--- src/rtl/snd_mix_pwm.sv ---
// Multi-channel sound mixer: per-channel volume and mute, saturating sum, 1-bit PWM DAC.
// Define SND_SIGMA_DELTA_EN to swap the PWM comparator for a first-order delta-sigma modulator.
//
//  state    | meaning
//  ST_IDLE  | ready, waiting for a valid sample set
//  ST_MUL   | captured set being scaled per channel
//  ST_SUM   | products summed, saturated and written to mix_out
module snd_mix_pwm #(
    parameter int NCH      = 4,
    parameter int SW       = 16,
    parameter int VW       = 4,
    parameter int PWM_BITS = 10
) (
    input  logic                CLK_IN,
    input  logic                RST,
    input  logic                cen,
    input  logic [NCH*SW-1:0]   snd_in,
    input  logic                snd_valid,
    output logic                snd_ready,
    input  logic [NCH*VW-1:0]   vol,
    input  logic [NCH-1:0]      mute,
    output logic [SW-1:0]       mix_out,
    output logic                clip,
    output logic                snd_sample,
    output logic                snd_pwm
);

    localparam int PW   = SW + VW + 1;
    localparam int NW   = $clog2(NCH);
    localparam int SUMW = SW + VW + NW + 1;

    localparam logic signed [SUMW-1:0] SAT_MAX = {{(SUMW-SW+1){1'b0}}, {(SW-1){1'b1}}};
    localparam logic signed [SUMW-1:0] SAT_MIN = {{(SUMW-SW+1){1'b1}}, {(SW-1){1'b0}}};

    typedef enum logic [1:0] {
        ST_IDLE = 2'd0,
        ST_MUL  = 2'd1,
        ST_SUM  = 2'd2
    } state_t;

    state_t                 state_q, state_d;
    logic                   ready_q, ready_d;
    logic [NCH*SW-1:0]      in_q, in_d;
    logic [NCH*VW-1:0]      vol_q, vol_d;
    logic [NCH-1:0]         mute_q, mute_d;
    logic signed [PW-1:0]   prod_q [NCH];
    logic signed [PW-1:0]   prod_d [NCH];
    logic [SW-1:0]          mix_q, mix_d;
    logic                   clip_q, clip_d;
    logic signed [SUMW-1:0] sum_c;
    logic signed [SUMW-1:0] shift_c;

    logic [PWM_BITS-1:0]    cnt_q, cnt_d;
    logic [PWM_BITS-1:0]    duty_q, duty_d;
    logic                   sample_q, sample_d;
    logic                   pwm_q, pwm_d;
    logic                   wrap_c;
    logic [SW-1:0]          mix_ob_c;
`ifdef SND_SIGMA_DELTA_EN
    logic [PWM_BITS-1:0]    acc_q, acc_d;
    logic [PWM_BITS:0]      acc_sum_c;
`endif

    always_comb begin
        state_d = state_q;
        ready_d = ready_q;
        in_d    = in_q;
        vol_d   = vol_q;
        mute_d  = mute_q;
        prod_d  = prod_q;
        mix_d   = mix_q;
        clip_d  = clip_q;

        sum_c = '0;
        for (int k = 0; k < NCH; k++) begin
            sum_c = sum_c + SUMW'(prod_q[k]);
        end
        shift_c = sum_c >>> VW;

        case (state_q)
            ST_IDLE: begin
                if (snd_valid && ready_q) begin
                    in_d    = snd_in;
                    vol_d   = vol;
                    mute_d  = mute;
                    ready_d = 1'b0;
                    state_d = ST_MUL;
                end
            end
            ST_MUL: begin
                // Volume is unsigned; a zero MSB keeps it positive in the signed multiply.
                for (int k = 0; k < NCH; k++) begin
                    prod_d[k] = mute_q[k] ? '0 :
                                PW'($signed(in_q[k*SW +: SW])) *
                                PW'($signed({1'b0, vol_q[k*VW +: VW]}));
                end
                state_d = ST_SUM;
            end
            ST_SUM: begin
                if (shift_c > SAT_MAX) begin
                    mix_d  = {1'b0, {(SW-1){1'b1}}};
                    clip_d = 1'b1;
                end else if (shift_c < SAT_MIN) begin
                    mix_d  = {1'b1, {(SW-1){1'b0}}};
                    clip_d = 1'b1;
                end else begin
                    mix_d  = shift_c[SW-1:0];
                    clip_d = 1'b0;
                end
                ready_d = 1'b1;
                state_d = ST_IDLE;
            end
            default: begin
                ready_d = 1'b1;
                state_d = ST_IDLE;
            end
        endcase
    end

    // Duty loads from the pre-edge mix_out, so a mix landing on the wrap edge waits a period.
    always_comb begin
        wrap_c   = cen && (&cnt_q);
        mix_ob_c = mix_q ^ {1'b1, {(SW-1){1'b0}}};
        cnt_d    = cen ? cnt_q + PWM_BITS'(1) : cnt_q;
        duty_d   = wrap_c ? mix_ob_c[SW-1 -: PWM_BITS] : duty_q;
        sample_d = wrap_c;
`ifdef SND_SIGMA_DELTA_EN
        acc_sum_c = {1'b0, acc_q} + {1'b0, duty_d};
        acc_d     = cen ? acc_sum_c[PWM_BITS-1:0] : acc_q;
        pwm_d     = cen ? acc_sum_c[PWM_BITS] : pwm_q;
`else
        pwm_d     = cen ? (cnt_d < duty_d) : pwm_q;
`endif
    end

    always_ff @(posedge CLK_IN) begin
        if (!RST) begin
            state_q  <= ST_IDLE;
            ready_q  <= 1'b1;
            in_q     <= '0;
            vol_q    <= '0;
            mute_q   <= '0;
            for (int k = 0; k < NCH; k++) begin
                prod_q[k] <= '0;
            end
            mix_q    <= '0;
            clip_q   <= 1'b0;
            cnt_q    <= '0;
            duty_q   <= {1'b1, {(PWM_BITS-1){1'b0}}};
            sample_q <= 1'b0;
            pwm_q    <= 1'b0;
`ifdef SND_SIGMA_DELTA_EN
            acc_q    <= '0;
`endif
        end else begin
            state_q  <= state_d;
            ready_q  <= ready_d;
            in_q     <= in_d;
            vol_q    <= vol_d;
            mute_q   <= mute_d;
            prod_q   <= prod_d;
            mix_q    <= mix_d;
            clip_q   <= clip_d;
            cnt_q    <= cnt_d;
            duty_q   <= duty_d;
            sample_q <= sample_d;
            pwm_q    <= pwm_d;
`ifdef SND_SIGMA_DELTA_EN
            acc_q    <= acc_d;
`endif
        end
    end

    assign snd_ready  = ready_q;
    assign mix_out    = mix_q;
    assign clip       = clip_q;
    assign snd_sample = sample_q;
    assign snd_pwm    = pwm_q;

endmodule

--- config.mk ---
export PLATFORM = sky130hd
export DESIGN_NAME = snd_mix_pwm
export DESIGN_NICKNAME = d
export VERILOG_FILES = /design/src/rtl/snd_mix_pwm.sv
export SDC_FILE = /design/constraint.sdc
export NUM_CORES = 1
export LEC_CHECK = 0
export ABC_CLOCK_PERIOD_IN_PS = 10200
export BUFFER_PORTS_ARGS = -buffer_cell sky130_fd_sc_hd__buf_2
export CAP_MARGIN = 20
export CORE_AREA = 2 2 175 177
export DETAILED_ROUTE_END_ITERATION = 6
export DIE_AREA = 0 0 177 179
export GPL_TIMING_DRIVEN = 1
export PLACE_DENSITY = 0.84
export SYNTH_ARGS = -nofsm -noshare
export SYNTH_HDL_FRONTEND = slang
export SYNTH_SLANG_ARGS = --single-unit
--- constraint.sdc ---
create_clock -name CLK_IN -period 10.2 [get_ports CLK_IN]
set_input_delay 1.53 -clock CLK_IN [delete_from_list [all_inputs] [get_ports CLK_IN]]
set_output_delay 1.53 -clock CLK_IN [all_outputs]
set_load 0.005 [all_outputs]
==> flow_metrics.py, run 1 <==
metrics = {
    "worst_setup_path": {
        "crit_fanout": 17,
        "critPathCaptureType": "register",
        "r2r_end": "prod_q[41]",
        "r2r_start": "vol_q[11]",
        "crit_type": "reg -> reg",
        "r2r_setup_slack_ps": 5250,
        "start_kind": "register",
        "rr_worst_depth": 18,
        "arrival_ps": 5370,
        "required_ps": 10620,
    },
    "clock_tree": {
        "cts_max_path_buffers": 3,
        "root_buffer": "clkbuf_16",
        "cts_buffers": 25,
        "cts_hold_buf": 0,
        "cts_resized": 0,
        "post_cts_buffers": 0,
        "htreeDepth": 1,
        "clk_pin_slew_worst_paths_ps": 60,
        "cts_sinks": 210,
        "clk_latency_ps": 550,
        "cts_tree": "built",
    },
    "logic_synthesis": {
        "avgSynthCellArea_um2": 8.392,
        "seq_area_frac_synth_pct": 21.93,
        "synth.largest_area_cell": "dfxtp_1",
        "synth.distinct_cells": 64,
        "synth_area_leaders": "dfxtp_1, fa_1, ha_1, inv_1, and2_1",
        "netlist_area_mm2": 0.01917,
        "synth-edff-count": 0,
        "synth_fp_nets": 2736,
        "ys_warn_count": 0,
        "syn_inst": 2284,
        "ys.flop_type": "dfxtp_1",
        "synth-seq-cells": 210,
        "synth_top_area_share_pct": 21.93,
        "async_flop_share_pct": 0,
    },
    "sta": {
        "slew_viol_final": 0,
        "fin_crit_ps": 4954,
        "finClkSkew_ps": 25.91,
        "setup_tns_ps": 0,
        "relSlewSlack_pct": 37.27,
        "rsz0062_at_grt": "no",
        "post-route-period-util_pct": 48.56,
        "timing.final.ws_setup_ps": 5246,
        "tightest_slew_ps": 941.0,
        "setup_violations": 0,
        "max_freq_mhz": 201.9,
        "hold_viol": 0,
    },
    "routing": {
        "drtAntennaViolNets": 0,
        "drt_wl_total_um": 40670,
        "dr.first_iter.drc_count": 704,
        "drc": 0,
        "dr.pass1.iters": 6,
        "via_per_inst": 5.408,
        "wl_per_cell_um": 14.72,
        "vias": 14940,
    },
    "job": {
        "drv_cap": 0,
    },
    "power": {
        "p_total_mw": 2.110,
        "p_leak_nw": 10.39,
        "pwr_density_cell_mw_per_mm2": 101.0,
        "ir_worst_vdd_uv": 103.0,
    },
    "min_path": {
        "min_to": "prod_q[27]",
        "holdCritStartpoint": "prod_q[27]",
        "min_path_cells": 2,
        "min_path_type": "reg -> reg",
    },
    "grt": {
        "grt_pass1_wl_um": 69550,
        "grt_antenna_before_repair": 0,
        "grt_overflow": 0,
        "grt_max_degree": 85,
        "grt.total_usage_pct": 26.43,
        "grt_pass1_vias": 14710,
    },
    "cells_and_area": {
        "drive_gt1_share_pct": 8.030,
        "final_cells": 2762,
        "layout_commonest_cell": "inv_1",
        "nets": 2799,
        "syn_to_final_growth_pct": 8.949,
        "antenna_cells": 0,
        "layout_common_cells": "inv_1, nand2_1, dfxtp_1, and2_1, ha_1",
        "finalInstanceArea_mm2": 0.02088,
    },
    "placement": {
        "gp_congestion": 0.9006,
        "place_inst": 2714,
        "post-dp-hpwl_um": 31950,
        "portBuffers": 107,
        "dpl-instance-area_mm2": 0.01998,
        "pre_cts_ws_ps": 5277,
    },
    "floorplanning": {
        "ios": 108,
        "dieWidth_um": 177,
        "rows": 64,
        "start_util_pct": 63.83,
        "die_h_um": 179,
        "core_mm2": 0.03003,
        "dieArea_mm2": 0.03168,
    },
    "run_status": {
        "status": "finished clean",
    },
}
[worst max-delay path by stage]
| stage | slack, ps | endpoint | from |
|---|---|---|---|
| floorplan | 5680 | prod_q[41] | vol_q[10] |
| global placement | 5350 | prod_q[41] | vol_q[11] |
| detailed placement | 5280 | prod_q[41] | vol_q[11] |
| CTS | 5260 | prod_q[41] | vol_q[11] |
| global route | 4730 | prod_q[20] | vol_q[15] |
| finish | 5250 | prod_q[41] | vol_q[11] |
[power by group]
group          internal (mW)  total [mW]  switching [mW]
registers              0.853       0.906          0.0526
clock network          0.564       0.946           0.382
logic                  0.108       0.258           0.150
[final cells by class]
| type | count | area (um2) |
|---|---|---|
| clock buffer | 27 | 643.1 |
| clock inverter | 19 | 229.0 |
| fill | 2410 | 9145 |
| inverter | 424 | 1592 |
| multi-input combinational | 1569 | 13090 |
| sequential | 210 | 4204 |
| tap | 396 | 495.5 |
| timing repair buffer | 117 | 633.1 |
[cells in the mapped netlist, types with 4 or more instances]
| master | count |
|---|---|
| inv_1 | 424 |
| nand2_1 | 292 |
| dfxtp_1 | 210 |
| and2_1 | 200 |
| ha_1 | 190 |
| fa_1 | 174 |
| a21boi_0 | 93 |
| clkbuf_1 | 76 |
| nor2_1 | 74 |
| nor2b_1 | 64 |
| a21oi_1 | 51 |
| o21ai_0 | 50 |
| xnor2_1 | 49 |
| nor3_1 | 34 |
| o21a_1 | 32 |
| xor2_1 | 32 |
| a22oi_1 | 30 |
| a22o_1 | 24 |
| a21o_1 | 21 |
| or3_1 | 17 |
| nand3_1 | 13 |
| nand2b_1 | 12 |
| a21oi_2 | 11 |
| mux2i_1 | 10 |
| a31oi_1 | 9 |
| nor3b_1 | 9 |
| nand4_1 | 8 |
| a211o_1 | 6 |
| a211oi_1 | 5 |
| a32oi_1 | 5 |
| a32o_1 | 4 |
| a41oi_1 | 4 |
| nor4_1 | 4 |
[metal layers]
metal  vias to the layer above  global-route usage, %  wire [um]
met4                         0                  6.336        969
met5                         -                      0          0
li1                       7368                      -          -
met2                       317                  46.68      19740
met3                        64                  2.693       1712
met1                      7187                  34.86      18250
[flip-flops by register name, summed over array words and instances (netlist names)]
name,count
duty_q,10
snd_pwm,1
mute_q,4
prod_q,84
state_q,2
in_q,64
mix_out,16
clip,1
cnt_q,10
snd_sample,1
snd_ready,1
vol_q,16
[cell families (layout without fill, tap and decap cells)]
group / after synthesis / in the layout / share of synthesized area (%)
compound gates: 372 / 372 / 13.86
simple gates: 740 / 740 / 19.32
mux: 12 / 12 / 0.6397
buf+inv: 505 / 587 / 9.967
fa+ha+maj: 364 / 364 / 30.57
flops: 210 / 210 / 21.93
xor+xnor: 81 / 81 / 3.701
[through the flow]
| stage | utilization, % | hold WS [ps] |
|---|---|---|
| after floorplan | - | 425.0 |
| after global placement | 66.53 | 453.1 |
| after detailed placement | 66.53 | 459.2 |
| after CTS | 69.43 | 467.5 |
| after global routing | 69.55 | 498.3 |
| final | 69.55 | 466.2 |
[worst max-delay path, stage by stage (launching register included)]
cell and delay [ps]:
dfxtp_1 600, and2_1 210, ha_1 230, inv_1 80, fa_1 410, fa_1 540
inv_1 40, ha_1 310, nor2b_4 140, o21a_1 190, o21ai_2 140, a31oi_1 130
o31a_1 280, o41a_1 370, a41o_1 300, or4_1 410, a31oi_1 200, xnor2_1 80
a22o_1 190
Note: power is estimated with default switching activity, not from simulation.
==> run 2, diff against run 1 <==
Settings changed: ABC_CLOCK_PERIOD_IN_PS 10200 to 4550, CORE_AREA 2 2 175 177 to 2 2 187 189, DIE_AREA 0 0 177 179 to 0 0 189 191, PLACE_DENSITY 0.84 to 0.77.
Clock period 10.2 ns to 4.55 ns, I/O delays scaled along.
==> flow_metrics.py, run 2 (synthesis results as in run 1) <==
metrics = {
    "run_status": {
        "status": "finished clean",
    },
    "clock_tree": {
        "cts_buffers": 25,
        "cts_tree": "built",
        "clk_latency_ps": 560,
        "htreeDepth": 1,
        "cts_hold_buf": 0,
        "cts_sinks": 210,
        "clk_pin_slew_worst_paths_ps": 60,
        "root_buffer": "clkbuf_16",
        "cts_max_path_buffers": 3,
    },
    "routing": {
        "drtAntennaViolNets": 0,
        "vias": 14910,
        "via_per_inst": 5.225,
        "drc": 0,
        "wl_per_cell_um": 14.50,
        "dr.pass1.iters": 5,
        "dr.first_iter.drc_count": 551,
        "drt_wl_total_um": 41370,
    },
    "sta": {
        "post-route-period-util_pct": 98.50,
        "hold_viol": 0,
        "finClkSkew_ps": 21.35,
        "fin_crit_ps": 4482,
        "setup_violations": 0,
        "slew_viol_final": 0,
        "rsz0062_at_grt": "yes",
        "whs_ps": 367.0,
        "tightest_slew_ps": 858.6,
        "max_freq_mhz": 223.1,
        "relSlewSlack_pct": 42.76,
    },
    "grt": {
        "grt_pass1_vias": 15140,
        "grt_max_degree": 87,
        "grt.total_usage_pct": 23.53,
        "grt_pass1_wl_um": 71050,
        "grt_antenna_before_repair": 0,
        "grt_overflow": 0,
    },
    "min_path": {
        "min_to": "in_q[12]",
        "holdCritStartpoint": "snd_in[12]",
        "min_path_type": "in -> reg",
        "min_path_cells": 3,
    },
    "worst_setup_path": {
        "rr_worst_depth": 18,
        "r2r_end": "prod_q[41]",
        "crit_fanout": 14,
        "required_ps": 4980,
        "start_kind": "register",
        "critPathCaptureType": "register",
        "r2r_setup_slack_ps": 70,
        "arrival_ps": 4920,
        "r2r_start": "vol_q[10]",
        "crit_type": "reg -> reg",
    },
    "job": {
        "drv_cap": 0,
    },
    "placement": {
        "gp_congestion": 0.8633,
        "portBuffers": 107,
        "place_inst": 2803,
        "post-dp-hpwl_um": 32860,
    },
    "power": {
        "p_total_mw": 4.742,
        "ir_worst_vdd_uv": 213.3,
        "pwr_density_cell_mw_per_mm2": 221.9,
        "p_leak_nw": 10.54,
    },
    "floorplanning": {
        "core_mm2": 0.03412,
        "dieArea_mm2": 0.03610,
        "die_h_um": 191,
        "ios": 108,
        "rows": 68,
        "dieWidth_um": 189,
        "start_util_pct": 56.18,
    },
    "cells_and_area": {
        "antenna_cells": 0,
        "syn_to_final_growth_pct": 11.47,
        "top_register": "prod_q",
        "largestRegisters": "prod_q x84, in_q x64",
        "largest_reg_flops": 84,
        "final_cells": 2854,
        "layout_common_cells": "inv_1, nand2_1, dfxtp_1, and2_1, ha_1",
        "drive_gt1_share_pct": 10.25,
        "nets": 2833,
        "layout_commonest_cell": "inv_1",
    },
}
run 2: cell count changes in the layout (fill, tap and decap cells not counted), moves of 5 or more:
cell,previous run,this run
ha_1,190,184
o21ai_0,50,45
o21ai_1,0,5
buf_4,10,42
ha_4,0,6
run 2: timing repair:
| item | in CTS | in global routing |
|---|---|---|
| buffers inserted | 2 | 2 |
| pin swaps | 10 | 26 |
| gates resized for setup | 9 | 32 |
| endpoints found under the setup margin | 4 | 26 |
run 2: layout make-up:
cell class / instances / area [um2]
clock buffer: 31 / 668.1
fill: 2887 / 12750
inverter: 424 / 1592
sequential: 210 / 4209
clock inverter: 14 / 190.2
timing repair buffer: 151 / 895.9
multi-input combinational: 1569 / 13240
tap: 455 / 569.3
run 2: worst max path at each step:
stage	from	end	slack, ps
2_1_floorplan	vol_q[10]	prod_q[41]	30
3_3_place_gp	in_q[33]	prod_q[41]	-40
3_5_place_dp	in_q[33]	prod_q[41]	-150
4_1_cts	vol_q[10]	prod_q[41]	-50
5_1_grt	vol_q[11]	prod_q[41]	-70
6_report	vol_q[10]	prod_q[41]	70
run 2: power breakdown:
| part | switching, mW | total [mW] | internal, mW |
|---|---|---|---|
| clock network | 0.834 | 2.10 | 1.27 |
| registers | 0.0917 | 2.01 | 1.91 |
| logic | 0.370 | 0.632 | 0.262 |
run 2: stage by stage:
stage | setup WS [ps] | area (um2) | TNS [ps] | util, %
CTS | -45.57 | 21180 | -45.57 | 62.09
finish | 68.10 | 21370 | 0 | 62.63
floorplan | 29.51 | 19170 | 0 | -
global placement | -43.01 | 20280 | -43.01 | 59.44
global route | -67.41 | 21370 | -110.0 | 62.63
detailed placement | -151.6 | 20280 | -221.6 | 59.44
run 2: routing by layer:
layer	GRT usage (%)	share of wire [%]
met3	2.772	3.9
met4	7.542	2.6
met2	40.83	47
met5	0	0
met1	30.62	46
run 2: worst max-delay path, cell delays in order, from the launching register on:
cell	delay, ps
dfxtp_2	340
buf_6	140
and2_1	140
ha_1	270
inv_1	50
fa_1	520
inv_1	50
fa_1	570
ha_4	210
o21a_1	160
o21ai_1	150
a31oi_1	80
o31a_1	270
o41a_1	340
a41o_1	200
or4_1	400
a31oi_1	210
xnor2_1	90
a22o_1	190
